## src/rtl/strobe_fifo_mem.sv

```systemverilog
// Storage array for strobe_fifo: one synchronous write port, one asynchronous read port.
// No reset on the array so it can map onto distributed RAM.
module strobe_fifo_mem #(
   parameter int WIDTH = 8,
   parameter int DEPTH = 4
) (
   input  logic                     clk,
   input  logic                     we_i,
   input  logic [$clog2(DEPTH)-1:0] waddr_i,
   input  logic [WIDTH-1:0]         wdata_i,
   input  logic [$clog2(DEPTH)-1:0] raddr_i,
   output logic [WIDTH-1:0]         rdata_o
);

   logic [WIDTH-1:0] mem_q [DEPTH];

   always_ff @(posedge clk) begin
      if (we_i) begin
         mem_q[waddr_i] <= wdata_i;
      end
   end

   assign rdata_o = mem_q[raddr_i];

endmodule

```

## src/rtl/strobe_fifo.sv

```systemverilog
// First-word-fall-through FIFO fed by one-cycle write strobes with no backpressure.
// Strobes arriving while full and not popping are dropped and flagged in a sticky overflow bit.
module strobe_fifo #(
   parameter int WIDTH = 8,
   parameter int DEPTH = 4
) (
   input  logic                       clk,
   input  logic                       reset,
   input  logic                       strobe_in,
   input  logic [WIDTH-1:0]           data_in,
   output logic [WIDTH-1:0]           data_out,
   output logic                       valid_out,
   input  logic                       ready_in,
   output logic [$clog2(DEPTH+1)-1:0] count,
   output logic                       overflow,
   input  logic                       clear_overflow
);

   localparam int AW = $clog2(DEPTH);
   localparam int CW = $clog2(DEPTH + 1);

   logic [AW-1:0] wr_ptr_q, wr_ptr_d;
   logic [AW-1:0] rd_ptr_q, rd_ptr_d;
   logic [CW-1:0] count_q, count_d;
   logic          valid_q, valid_d;
   logic          ovf_q, ovf_d;
   logic          full, pop, push;

   assign full = (count_q == CW'(DEPTH));
   assign pop  = valid_q && ready_in;
   // A full queue can still accept a strobe when the head leaves in the same cycle.
   assign push = strobe_in && (!full || pop);

   always_comb begin
      wr_ptr_d = wr_ptr_q;
      rd_ptr_d = rd_ptr_q;
      count_d  = count_q;
      ovf_d    = ovf_q;
      if (push) begin
         wr_ptr_d = wr_ptr_q + AW'(1);
      end
      if (pop) begin
         rd_ptr_d = rd_ptr_q + AW'(1);
      end
      if (push && !pop) begin
         count_d = count_q + CW'(1);
      end else if (pop && !push) begin
         count_d = count_q - CW'(1);
      end
      if (strobe_in && !push) begin
         ovf_d = 1'b1;
      end else if (clear_overflow) begin
         ovf_d = 1'b0;
      end
      valid_d = (count_d != '0);
   end

   always_ff @(posedge clk) begin
      if (reset) begin
         wr_ptr_q <= '0;
         rd_ptr_q <= '0;
         count_q  <= '0;
         valid_q  <= 1'b0;
         ovf_q    <= 1'b0;
      end else begin
         wr_ptr_q <= wr_ptr_d;
         rd_ptr_q <= rd_ptr_d;
         count_q  <= count_d;
         valid_q  <= valid_d;
         ovf_q    <= ovf_d;
      end
   end

   strobe_fifo_mem #(
      .WIDTH(WIDTH),
      .DEPTH(DEPTH)
   ) u_mem (
      .clk     (clk),
      .we_i    (push && !reset),
      .waddr_i (wr_ptr_q),
      .wdata_i (data_in),
      .raddr_i (rd_ptr_q),
      .rdata_o (data_out)
   );

   assign valid_out = valid_q;
   assign count     = count_q;
   assign overflow  = ovf_q;

endmodule

```

## config.mk

```make
export PLATFORM = sky130hd
export DESIGN_NAME = strobe_fifo
export DESIGN_NICKNAME = d
export VERILOG_FILES = /design/src/rtl/strobe_fifo_mem.sv /design/src/rtl/strobe_fifo.sv
export SDC_FILE = /design/constraint.sdc
export NUM_CORES = 1
export LEC_CHECK = 0
export BUFFER_PORTS_ARGS = -buffer_cell sky130_fd_sc_hd__buf_2
export CORE_AREA = 2 2 59 61
export CTS_CLUSTER_SIZE = 16
export DETAILED_ROUTE_END_ITERATION = 8
export DIE_AREA = 0 0 61 63
export PLACE_DENSITY = 0.74
export SLEW_MARGIN = 15
export SYNTH_ARGS = -nofsm -noshare
export SYNTH_HDL_FRONTEND = slang
export SYNTH_HIERARCHICAL = 1
export SYNTH_SLANG_ARGS = --single-unit
```

## constraint.sdc

```tcl
create_clock -name clk -period 2.92 [get_ports clk]
set_clock_uncertainty 0.15 [all_clocks]
set_input_delay 0.146 -clock clk [delete_from_list [all_inputs] [get_ports clk]]
set_output_delay 0.146 -clock clk [all_outputs]
set_load 0.05 [all_outputs]
```

==> run metrics, run 1 <==
Adder-Cell Fraction of Synth Area=2.27%; area fraction in compound gates after synthesis=4.70%; clk_lat worst skew=340 ps; Critical Path AT=1910 ps; Layout Utilization=61.4%; Mapped Avg Cell Area=17.0 um2; post-route setup TNS=0 ps; pwr/cell area=629 mW/mm2; # IOs=26; grt ovf=0; die area=0.00384 mm2; Worst path depth=2; worst r2r dst=u_mem/mem_q[3][5]; syn_nets=113; WP data required=2620 ps; # H-tree levels=2; clock slew at reported path FFs=110 ps; total wire length=2690 um; Most used DFF post-synth=edfxtp_1; # diodes=0; Worst path max stage delay=740 ps; outcome=completed; initial DRC count=17; WS Path Type=flip-flop to output pin; hold_buf cts=11; setup bufs post-CTS=0; Clock power frac=21.4%; final slew viol count=0; CTS tree=yes; dpl hpwl=1870 um; ys async rst share=0%; Initial Util=51.1%; yosys warns=6; worst path bufs/invs=1; Max clock buf depth=2; RR Startpoint=count[0]; Die Y=63 um; worst-path maximum fanout=10; Fmax=454 MHz; Die Wd=61 um; Hold Violations, Final=0; Core ar.=0.00323 mm2; Total Power=0.00125 W; TritonCTS Sinks=41; vias in the first global route=952; delay-heaviest family, CP=flip-flops; Syn Inst Count=97; Worst R2R Setup Slack=820 ps; Internal=0.000857 W; Post-Synth XOR/XNOR Area=2.65%; cell taking the most area after synthesis=edfxtp_1; CTS Root Cell=clkbuf_4; ANT nets after route=0; Min Clock Period, post-route=2200 ps; routed len/inst=14.5 um; Synth Register Bits=41; post-route cell area=0.00198 mm2; final hold slack=44.3 ps; CTS-repair resized insts=0; Detailed Routing Iterations Pass 1=4; Final Net Count=154; CP Capture Type=output pin; largest family of logic cells by synthesized area=multiplexers; Max VDD drop=390 uV; Hold Path Origin=strobe_in; actual slew at the worst max-slew pin=628 ps; worst r2r path cells=6; area of the multi-input gates=480 um2; fin crit share=75.5%; Synth Area in Simple Gates=8.57%; first-pass GRT wire length=4470 um; Remaining DRCs=0; largest net degree at the start of global routing=14; crit path cell chain=mux4_2 > buf_2; site row count=21; worst setup path end=data_out[3]; RSZ-0062 raised after global routing=false; startpoint types=flip-flop; # setup viols final=0; IO buf count=25; Synth cell types=31; Tot GR Track Use=16.6%; sw power=0.000391 W; maxcap violations=0; area occupied by registers=0.00114 mm2; Setup crit start=rd_ptr_q[0]; Logic pwr share=22.6%; placed inst area=0.00182 mm2; total CTS buffers=5; cell area after synthesis=0.00165 mm2; layout cells sized above 1=32.4%; Max-slew headroom=58.1%; Sequential Power Share=56.0%; Net Sw Frac=31.3%; routability-driven placement congestion ratio=0.828; fillers=263; sequential share of the synthesized area=69.1%; top cells by area, synth=edfxtp_1 58%, dfxtp_1 11%, mux4_2 11%, ha_1 2.3%, xor2_1 2.1%; Via-to-Cell Ratio=5.21; Synth-to-Final Area Change=20.2%; Hold Crit Class=primary input to flip-flop; detailed-route via count=964; mux contribution to synthesized area=10.9%; slowest CP cell=dfxtp_1; Post-synth EDFFs=32; P_leak=0.720 nW; initial antenna violation count=0; post-synth top area share=58.2%
==> cell usage after synthesis, types with 2 or more instances <==
master	count
nor2_1	7
and3b_1	3
inv_1	2
nor3_1	3
mux4_2	8
a21oi_1	2
xor2_1	4
ha_1	3
edfxtp_1	32
nand2_1	3
dfxtp_1	9
and3_1	2
==> power by group through the flow <==
stage	Sequential, W	Combinational (W)	Clock, W
after floorplan	0.000733	0.000192	0
after global placement	0.000711	0.000269	0
after detailed placement	0.000714	0.000272	0
after CTS	0.000701	0.000283	0.000279
after global routing	0.000707	0.000301	0.000298
final	0.000699	0.000282	0.000268
==> registers in the layout (all words and copies together), names as in the netlist <==
| register | flops |
|---|---|
| overflow | 1 |
| wr_ptr_q | 2 |
| valid_out | 1 |
| rd_ptr_q | 2 |
| u_mem/mem_q | 32 |
| count | 3 |
==> metal layers <==
metal	share of wire, %	vias up	wire length [um]	global-route usage (%)
met5	0	-	0	0
met4	2.4	0	65	9.78
met3	5.1	7	137	4.14
met2	50	33	1340	25.1
met1	43	463	1150	21.2
li1	-	461	-	-
==> worst min-delay path by stage <==
| stage | end | slack, ps | cells after the start |
|---|---|---|---|
| finish | valid_out | 40 | 3 |
| global route | valid_out | 60 | 3 |
| CTS | valid_out | 30 | 3 |
| detailed placement | u_mem/mem_q[1][7] | 220 | 1 |
| global placement | u_mem/mem_q[3][3] | 220 | 1 |
| floorplan | u_mem/mem_q[0][0] | 90 | 0 |
==> cell usage in the layout, fill, tap and decap left out, drive strengths merged, types with 2 or more instances in the layout <==
cell / n
nor3: 3
clkinv: 2
nand2: 3
edfxtp: 32
nor2: 7
dfxtp: 9
and3: 2
dlygate4sd3: 11
a21oi: 2
mux4: 8
and2: 2
inv: 2
clkbuf: 5
and3b: 3
ha: 3
xor2: 4
buf: 26
==> area by class of cell <==
cell class	instances	share of cell area (%)
Sequential cell	41	57.5
Multi-Input combinational cell	51	24.2
Timing Repair Buffer	37	12.2
Tap cell	46	2.90
Clock buffer	5	1.89
Clock inverter	3	0.883
Inverter	2	0.378
==> through the flow <==
step	worst slack, ps	std cells
5_1_grt	601	185
3_5_place_dp	848	166
4_1_cts	662	185
3_3_place_gp	957	166
2_1_floorplan	258	97
6_report	716	185
==> worst register-to-register path: cells and delay by family, from the launching register on <==
kind                     cells  cell delay, ps
AO/OA/AOI/OAI                1             100
buffers and inverters        1             110
flip-flops                   1             440
adder cells (fa/ha/maj)      1             240
AND/OR/NAND/NOR              3             730
==> cells by family after synthesis <==
logic type,count (synthesis)
fa+ha+maj,3
mux,8
flops,41
compound gates,10
xor+xnor,5
buf+inv,5
simple gates,25
Note: power is estimated with default switching activity, not from simulation.
==> run 2: changes to the inputs <==
- CORE_AREA: 2 2 59 61 -> 2 2 62 64
- DIE_AREA: 0 0 61 63 -> 0 0 64 66
- PLACE_DENSITY: 0.74 -> 0.7
- clock period: 2.92 -> 2 ns (I/O delays scaled with it)
==> run 2 against run 1 <==
Combinational power rose by 59%. Power is 60% higher. Critical path type is now flip-flop to flip-flop. Clock power up 100%. Flip-flop and latch count unchanged. Wire length is 6.5% higher. First-iteration DRC count rose by 120%.
==> run metrics, run 2 (synthesis gave the netlist of run 1 again) <==
WS Path Type=flip-flop to flip-flop (was flip-flop to output pin); Worst path max stage delay=390 ps (was 740 ps); # diodes=0 (unchanged); routability-driven placement congestion ratio=0.767 (was 0.828); IO buf count=25 (unchanged); crit path cell chain=inv_1 > ha_1 > nand2_1 > o21ai_1 > nor2_2 > nor3b_4 > buf_4 (was mux4_2 > buf_2); ANT nets after route=0 (unchanged); Clock power frac=27.2% (was 21.4%); post-route setup TNS=0 ps (unchanged); Setup crit start=count[0] (was rd_ptr_q[0]); die area=0.00422 mm2 (was 0.00384 mm2); Largest Register=u_mem/mem_q (unchanged); routed len/inst=14.9 um (was 14.5 um); P_leak=0.764 nW (was 0.720 nW); Final Net Count=159 (was 154); Max VDD drop=381 uV (was 390 uV); Hold Path Origin=ready_in (was strobe_in); fillers=273 (was 263); clk_lat worst skew=330 ps (was 340 ps); final slew viol count=0 (unchanged); CTS Root Cell=clkbuf_4 (unchanged); Critical Path AT=1790 ps (was 1910 ps); max FFs per register=32 (unchanged); delay-heaviest family, CP=simple AND/OR/NAND/NOR gates (was flip-flops); Max clock buf depth=2 (unchanged); largest net degree at the start of global routing=13 (was 14); Die Y=66 um (was 63 um); Hold Violations, Final=0 (unchanged); initial antenna violation count=0 (unchanged); actual slew at the worst max-slew pin=419 ps (was 628 ps); worst path bufs/invs=2 (was 1); setup bufs post-CTS=0 (unchanged); total CTS buffers=5 (unchanged); clock slew at reported path FFs=110 ps (about the same); maxcap violations=0 (unchanged); Detailed Routing Iterations Pass 1=4 (unchanged); final setup margin=106 ps (was 716 ps); Internal=0.00144 W (was 0.000857 W); Remaining DRCs=0 (unchanged); # H-tree levels=2 (unchanged); Die Wd=64 um (was 61 um); Net Sw Frac=28.3% (was 31.3%); Core ar.=0.00355 mm2 (was 0.00323 mm2); vias in the first global route=1006 (was 952); Synth-to-Final Area Change=26.2% (was 20.2%); site row count=22 (was 21); initial DRC count=37 (was 17); Sequential Power Share=50.4% (was 56.0%); Post-Place Setup Slack=19.7 ps (was 848 ps); Logic pwr share=22.4% (was 22.6%); WP data required=1900 ps (was 2620 ps); slowest CP cell=dfxtp_4 (was dfxtp_1); # IOs=26 (unchanged); commonest non-fill, non-tap cell in the layout=edfxtp_1 (unchanged); Tot GR Track Use=15.5% (was 16.6%); dpl hpwl=1960 um (was 1870 um); CP Capture Type=flip-flop (was output pin); fin crit share=94.7%; final hold slack=96.2 ps (was 44.3 ps); most frequent cells in the layout=32 x edfxtp_1, 25 x buf_2, 12 x dlygate4sd3_1 (was 32 x edfxtp_1, 25 x buf_2, 11 x dlygate4sd3_1); Max-slew headroom=72.0% (was 58.1%); total wire length=2860 um (was 2690 um); RR Startpoint=count[0] (unchanged); detailed-route via count=985 (was 964); worst-path maximum fanout=7 (was 10); layout cells sized above 1=38.2% (was 32.4%); first-pass GRT wire length=4770 um (was 4470 um); # setup viols final=0 (unchanged); Min Clock Period, post-route=1890 ps; outcome=completed (unchanged); TritonCTS Sinks=41 (unchanged); startpoint types=flip-flop (unchanged); sw power=0.000568 W (was 0.000391 W); CTS tree=yes (unchanged); pwr/cell area=963 mW/mm2 (was 629 mW/mm2); Initial Util=46.5% (was 51.1%); grt ovf=0 (unchanged); Via-to-Cell Ratio=5.13 (was 5.21); Hold Crit Class=primary input to flip-flop (unchanged); Fmax=528 MHz
[run 2: metal layers]
layer	global-route usage, %	vias to the layer above	share of wire, %
met2	26.6	21	53
met4	4.89	0	0.63
met3	5.62	2	3.7
met5	0	-	0
li1	-	474	-
met1	18.3	488	43
[run 2: stage by stage]
step                area [um2]  cells  util (%)  power (W)
floorplan                 1670     97         -    0.00136
global placement          1870    172      52.7    0.00145
detailed placement        1870    172      52.7    0.00146
CTS                       2080    192      58.5    0.00202
global route              2080    192      58.6    0.00209
finish                    2080    192      58.6    0.00200
[run 2: layout make-up]
cell class	instances	area, um2	area share (%)
inverter	2	7.51	0.361
multi-input combinational	51	497	23.9
clock buffer	7	55.1	2.64
tap	48	60.1	2.88
clock inverter	1	30.0	1.44
timing repair buffer	42	283	13.6
sequential	41	1150	55.2
[run 2: path summary, 6_finish.rpt]
path / slack [ps] / to / cells past startpoint
worst min register to register: 420 / count[0] / 2
worst max register to register: 110 / u_mem/mem_q[0][6] / 7
worst max-delay path: 110 / u_mem/mem_q[0][6] / 7
worst min-delay path: 100 / count[1] / 4
[run 2: worst register-to-register path, cell delays in order (launching register included)]
cell,delay [ps]
dfxtp_4,390
inv_1,70
ha_1,240
nand2_1,120
o21ai_1,110
nor2_2,140
nor3b_4,200
buf_4,180
[run 2: power groups by stage]
stage,clock [W],combinational [W],sequential [W]
floorplan,0,0.000283,0.00108
global placement,0,0.000422,0.00103
detailed placement,0,0.000432,0.00103
CTS,0.000555,0.000452,0.00101
global route,0.000588,0.000483,0.00102
finish,0.000544,0.000449,0.00101
[run 2: what timing repair did]
| action | in CTS | in global routing |
|---|---|---|
| setup endpoints to repair | 8 | 24 |
| hold buffers | 12 | 0 |
| pin swaps | 0 | 0 |
| hold endpoints to repair | 41 | 0 |
| gates resized for setup | 1 | 2 |
==> run 3: changes to the inputs <==
- CELL_PAD_IN_SITES_DETAIL_PLACEMENT: not set -> 1
- CELL_PAD_IN_SITES_GLOBAL_PLACEMENT: not set -> 1
- CORE_AREA: 2 2 62 64 -> 2 2 67 69
- DIE_AREA: 0 0 64 66 -> 0 0 69 71
- PLACE_DENSITY: 0.7 -> not set
- PLACE_DENSITY_LB_ADDON: not set -> 0.1
==> run 3 against run 2 <==
Global-route usage fell by 0.55 points. Power rose by 6.7%. Register-to-register slack improved by 20 ps. Worst hold slack got worse by 3.6 ps. Die area rose by 16%. Combinational power rose by 2%. Flip-flop and latch count did not move. Utilization fell by 7.6 points. Sequential power barely moved. First-iteration DRC count rose by 24%. Critical endpoint is now valid_out.
==> run metrics, run 3 (synthesis gave the netlist of run 1 again) <==
outcome=completed (unchanged); most frequent cells in the layout=32 x edfxtp_1, 25 x buf_2, 11 x dlygate4sd3_1 (was 32 x edfxtp_1, 25 x buf_2, 12 x dlygate4sd3_1); Cells on Worst Hold Path=4 (unchanged); Min Clock Period, post-route=1880 ps (was 1890 ps); max FFs per register=32 (unchanged); Core ar.=0.00420 mm2 (was 0.00355 mm2); routability-driven placement congestion ratio=0.707 (was 0.767); # diodes=0 (unchanged); Clock power frac=31.2% (was 27.2%); CTS tree=yes (unchanged); RR Startpoint=count[0] (unchanged); initial DRC count=46 (was 37); Synth-to-Final Area Change=29.9% (was 26.2%); P_leak=0.792 nW (was 0.764 nW); Hold Path Origin=strobe_in (was ready_in); Max clock buf depth=2 (unchanged); Via-to-Cell Ratio=5.13 (about the same); final setup margin=123 ps (was 106 ps); layout cells sized above 1=41.1% (was 38.2%); placed inst area=0.00190 mm2 (was 0.00187 mm2); Hold Violations, Final=0 (unchanged); Die Y=71 um (was 66 um); Logic pwr share=21.4% (was 22.4%); Die Wd=69 um (was 64 um); Sequential Power Share=47.4% (was 50.4%); CP Capture Type=flip-flop (unchanged); startpoint types=flip-flop (unchanged); Remaining DRCs=0 (unchanged); crit path cell chain=inv_1 > ha_1 > a22oi_2 > and2_4 > or4_1 > o2bb2ai_1 (was inv_1 > ha_1 > nand2_1 > o21ai_1 > nor2_2 > nor3b_4 > buf_4); worst r2r dst=valid_out (was u_mem/mem_q[0][6]); grt ovf=0 (unchanged); delay-heaviest family, CP=simple AND/OR/NAND/NOR gates (unchanged); Largest Register=u_mem/mem_q (unchanged); Detailed Routing Iterations Pass 1=4 (unchanged); first-pass GRT wire length=5550 um (was 4770 um); largest net degree at the start of global routing=13 (unchanged); Critical Path AT=1900 ps (was 1790 ps); Fmax=533 MHz (was 528 MHz); clk_lat worst skew=280 ps (was 330 ps); commonest non-fill, non-tap cell in the layout=edfxtp_1 (unchanged); Layout Utilization=51.0% (was 58.6%); sw power=0.000592 W (was 0.000568 W); Max-slew headroom=68.3% (was 72.0%); WS Path Type=flip-flop to flip-flop (unchanged); site row count=24 (was 22); Initial Util=39.3% (was 46.5%); initial antenna violation count=0 (unchanged); post-route cell area=0.00214 mm2 (was 0.00208 mm2); total CTS buffers=5 (unchanged); final slew viol count=0 (unchanged); total wire length=3300 um (was 2860 um); RSZ-0062 raised after global routing=false; Hold Crit Endpoint=wr_ptr_q[0] (was count[1]); Post-Place Setup Slack=69.8 ps (was 19.7 ps); worst r2r path cells=6 (was 7); Max VDD drop=436 uV (was 381 uV); slowest CP cell=or4_1 (was dfxtp_4); Hold Crit Class=primary input to flip-flop (unchanged); WP data required=2020 ps (was 1900 ps); # setup viols final=0 (unchanged); IO buf count=25 (unchanged); # IOs=26 (unchanged); fillers=424 (was 273); Worst path max stage delay=490 ps (was 390 ps); actual slew at the worst max-slew pin=475 ps (was 419 ps); clock slew at reported path FFs=80 ps (was 110 ps); post-route setup TNS=0 ps (unchanged); # H-tree levels=2 (unchanged); fin crit share=93.9% (was 94.7%); area occupied by registers=0.00115 mm2 (unchanged); dpl hpwl=2450 um (was 1960 um); Net Sw Frac=27.7% (was 28.3%); worst-path maximum fanout=7 (unchanged); CTS Root Cell=clkbuf_8 (was clkbuf_4); maxcap violations=0 (unchanged); Final Net Count=161 (was 159); TritonCTS Sinks=41 (unchanged); Total Power=0.00214 W (was 0.00200 W); detailed-route via count=1015 (was 985); vias in the first global route=1104 (was 1006); Worst R2R Setup Slack=120 ps (was 110 ps); routed len/inst=16.7 um (was 14.9 um); ANT nets after route=0 (unchanged); die area=0.00490 mm2 (was 0.00422 mm2); Tot GR Track Use=15.0% (was 15.5%); area of the multi-input gates=503 um2 (was 497 um2); setup bufs post-CTS=0 (unchanged); pwr/cell area=997 mW/mm2 (was 963 mW/mm2); Internal=0.00155 W (was 0.00144 W); worst path bufs/invs=1 (was 2)
==> run 3: changes by cell type in the layout (fill, tap and decap cells not counted), sizes merged <==
cell,delta
buf,+3
dlygate4sd3,-1
==> run 3: power by group through the flow <==
| stage | Combinational, W | Sequential (W) | Clock [W] |
|---|---|---|---|
| 2_1_floorplan | 0.000283 | 0.00108 | 0 |
| 3_3_place_gp | 0.000433 | 0.00103 | 0 |
| 3_5_place_dp | 0.000440 | 0.00103 | 0 |
| 4_1_cts | 0.000458 | 0.00101 | 0.000693 |
| 5_1_grt | 0.000497 | 0.00102 | 0.000721 |
| 6_report | 0.000458 | 0.00101 | 0.000667 |
==> run 3: how the worst max path moves through the flow <==
| stage | start | endpoint | cells after the start |
|---|---|---|---|
| after floorplan | count[0] | u_mem/mem_q[0][0] | 6 |
| after global placement | count[0] | u_mem/mem_q[0][2] | 7 |
| after detailed placement | count[0] | u_mem/mem_q[0][4] | 7 |
| after CTS | count[0] | u_mem/mem_q[0][5] | 7 |
| after global routing | count[0] | valid_out | 6 |
| final | count[0] | valid_out | 6 |
==> run 3: worst reg2reg max path, stage by stage (launching register included) <==
cell	delay (ps)
dfxtp_4	370
inv_1	100
ha_1	230
a22oi_2	80
and2_4	190
or4_1	500
o2bb2ai_1	150
==> run 3: area by class of cell <==
type,count,area share [%]
Inverter,2,0.350
Timing Repair Buffer,44,14.1
Clock inverter,1,1.40
Clock buffer,7,4.03
Sequential cell,41,53.6
Tap cell,52,3.03
Multi-Input combinational cell,51,23.5
==> run 3: metal layers <==
layer	routed length [um]	track usage, %
met1	1270	16.0
met2	1830	28.3
met3	173	4.99
met4	32	3.92
met5	0	0
==> run 3: what timing repair did <==
| item | CTS | global route |
|---|---|---|
| hold endpoints to repair | 40 | 0 |
| hold buffers | 11 | 0 |
| endpoints found under the setup margin | 0 | 31 |
| gates resized for setup | 0 | 7 |
==> run 3: per-stage QoR <==
stage / cells / hold WS (ps)
2_1_floorplan: 97 / 48.9
3_3_place_gp: 179 / 174
3_5_place_dp: 179 / 173
4_1_cts: 198 / 71.1
5_1_grt: 198 / 113
6_report: 198 / 92.7
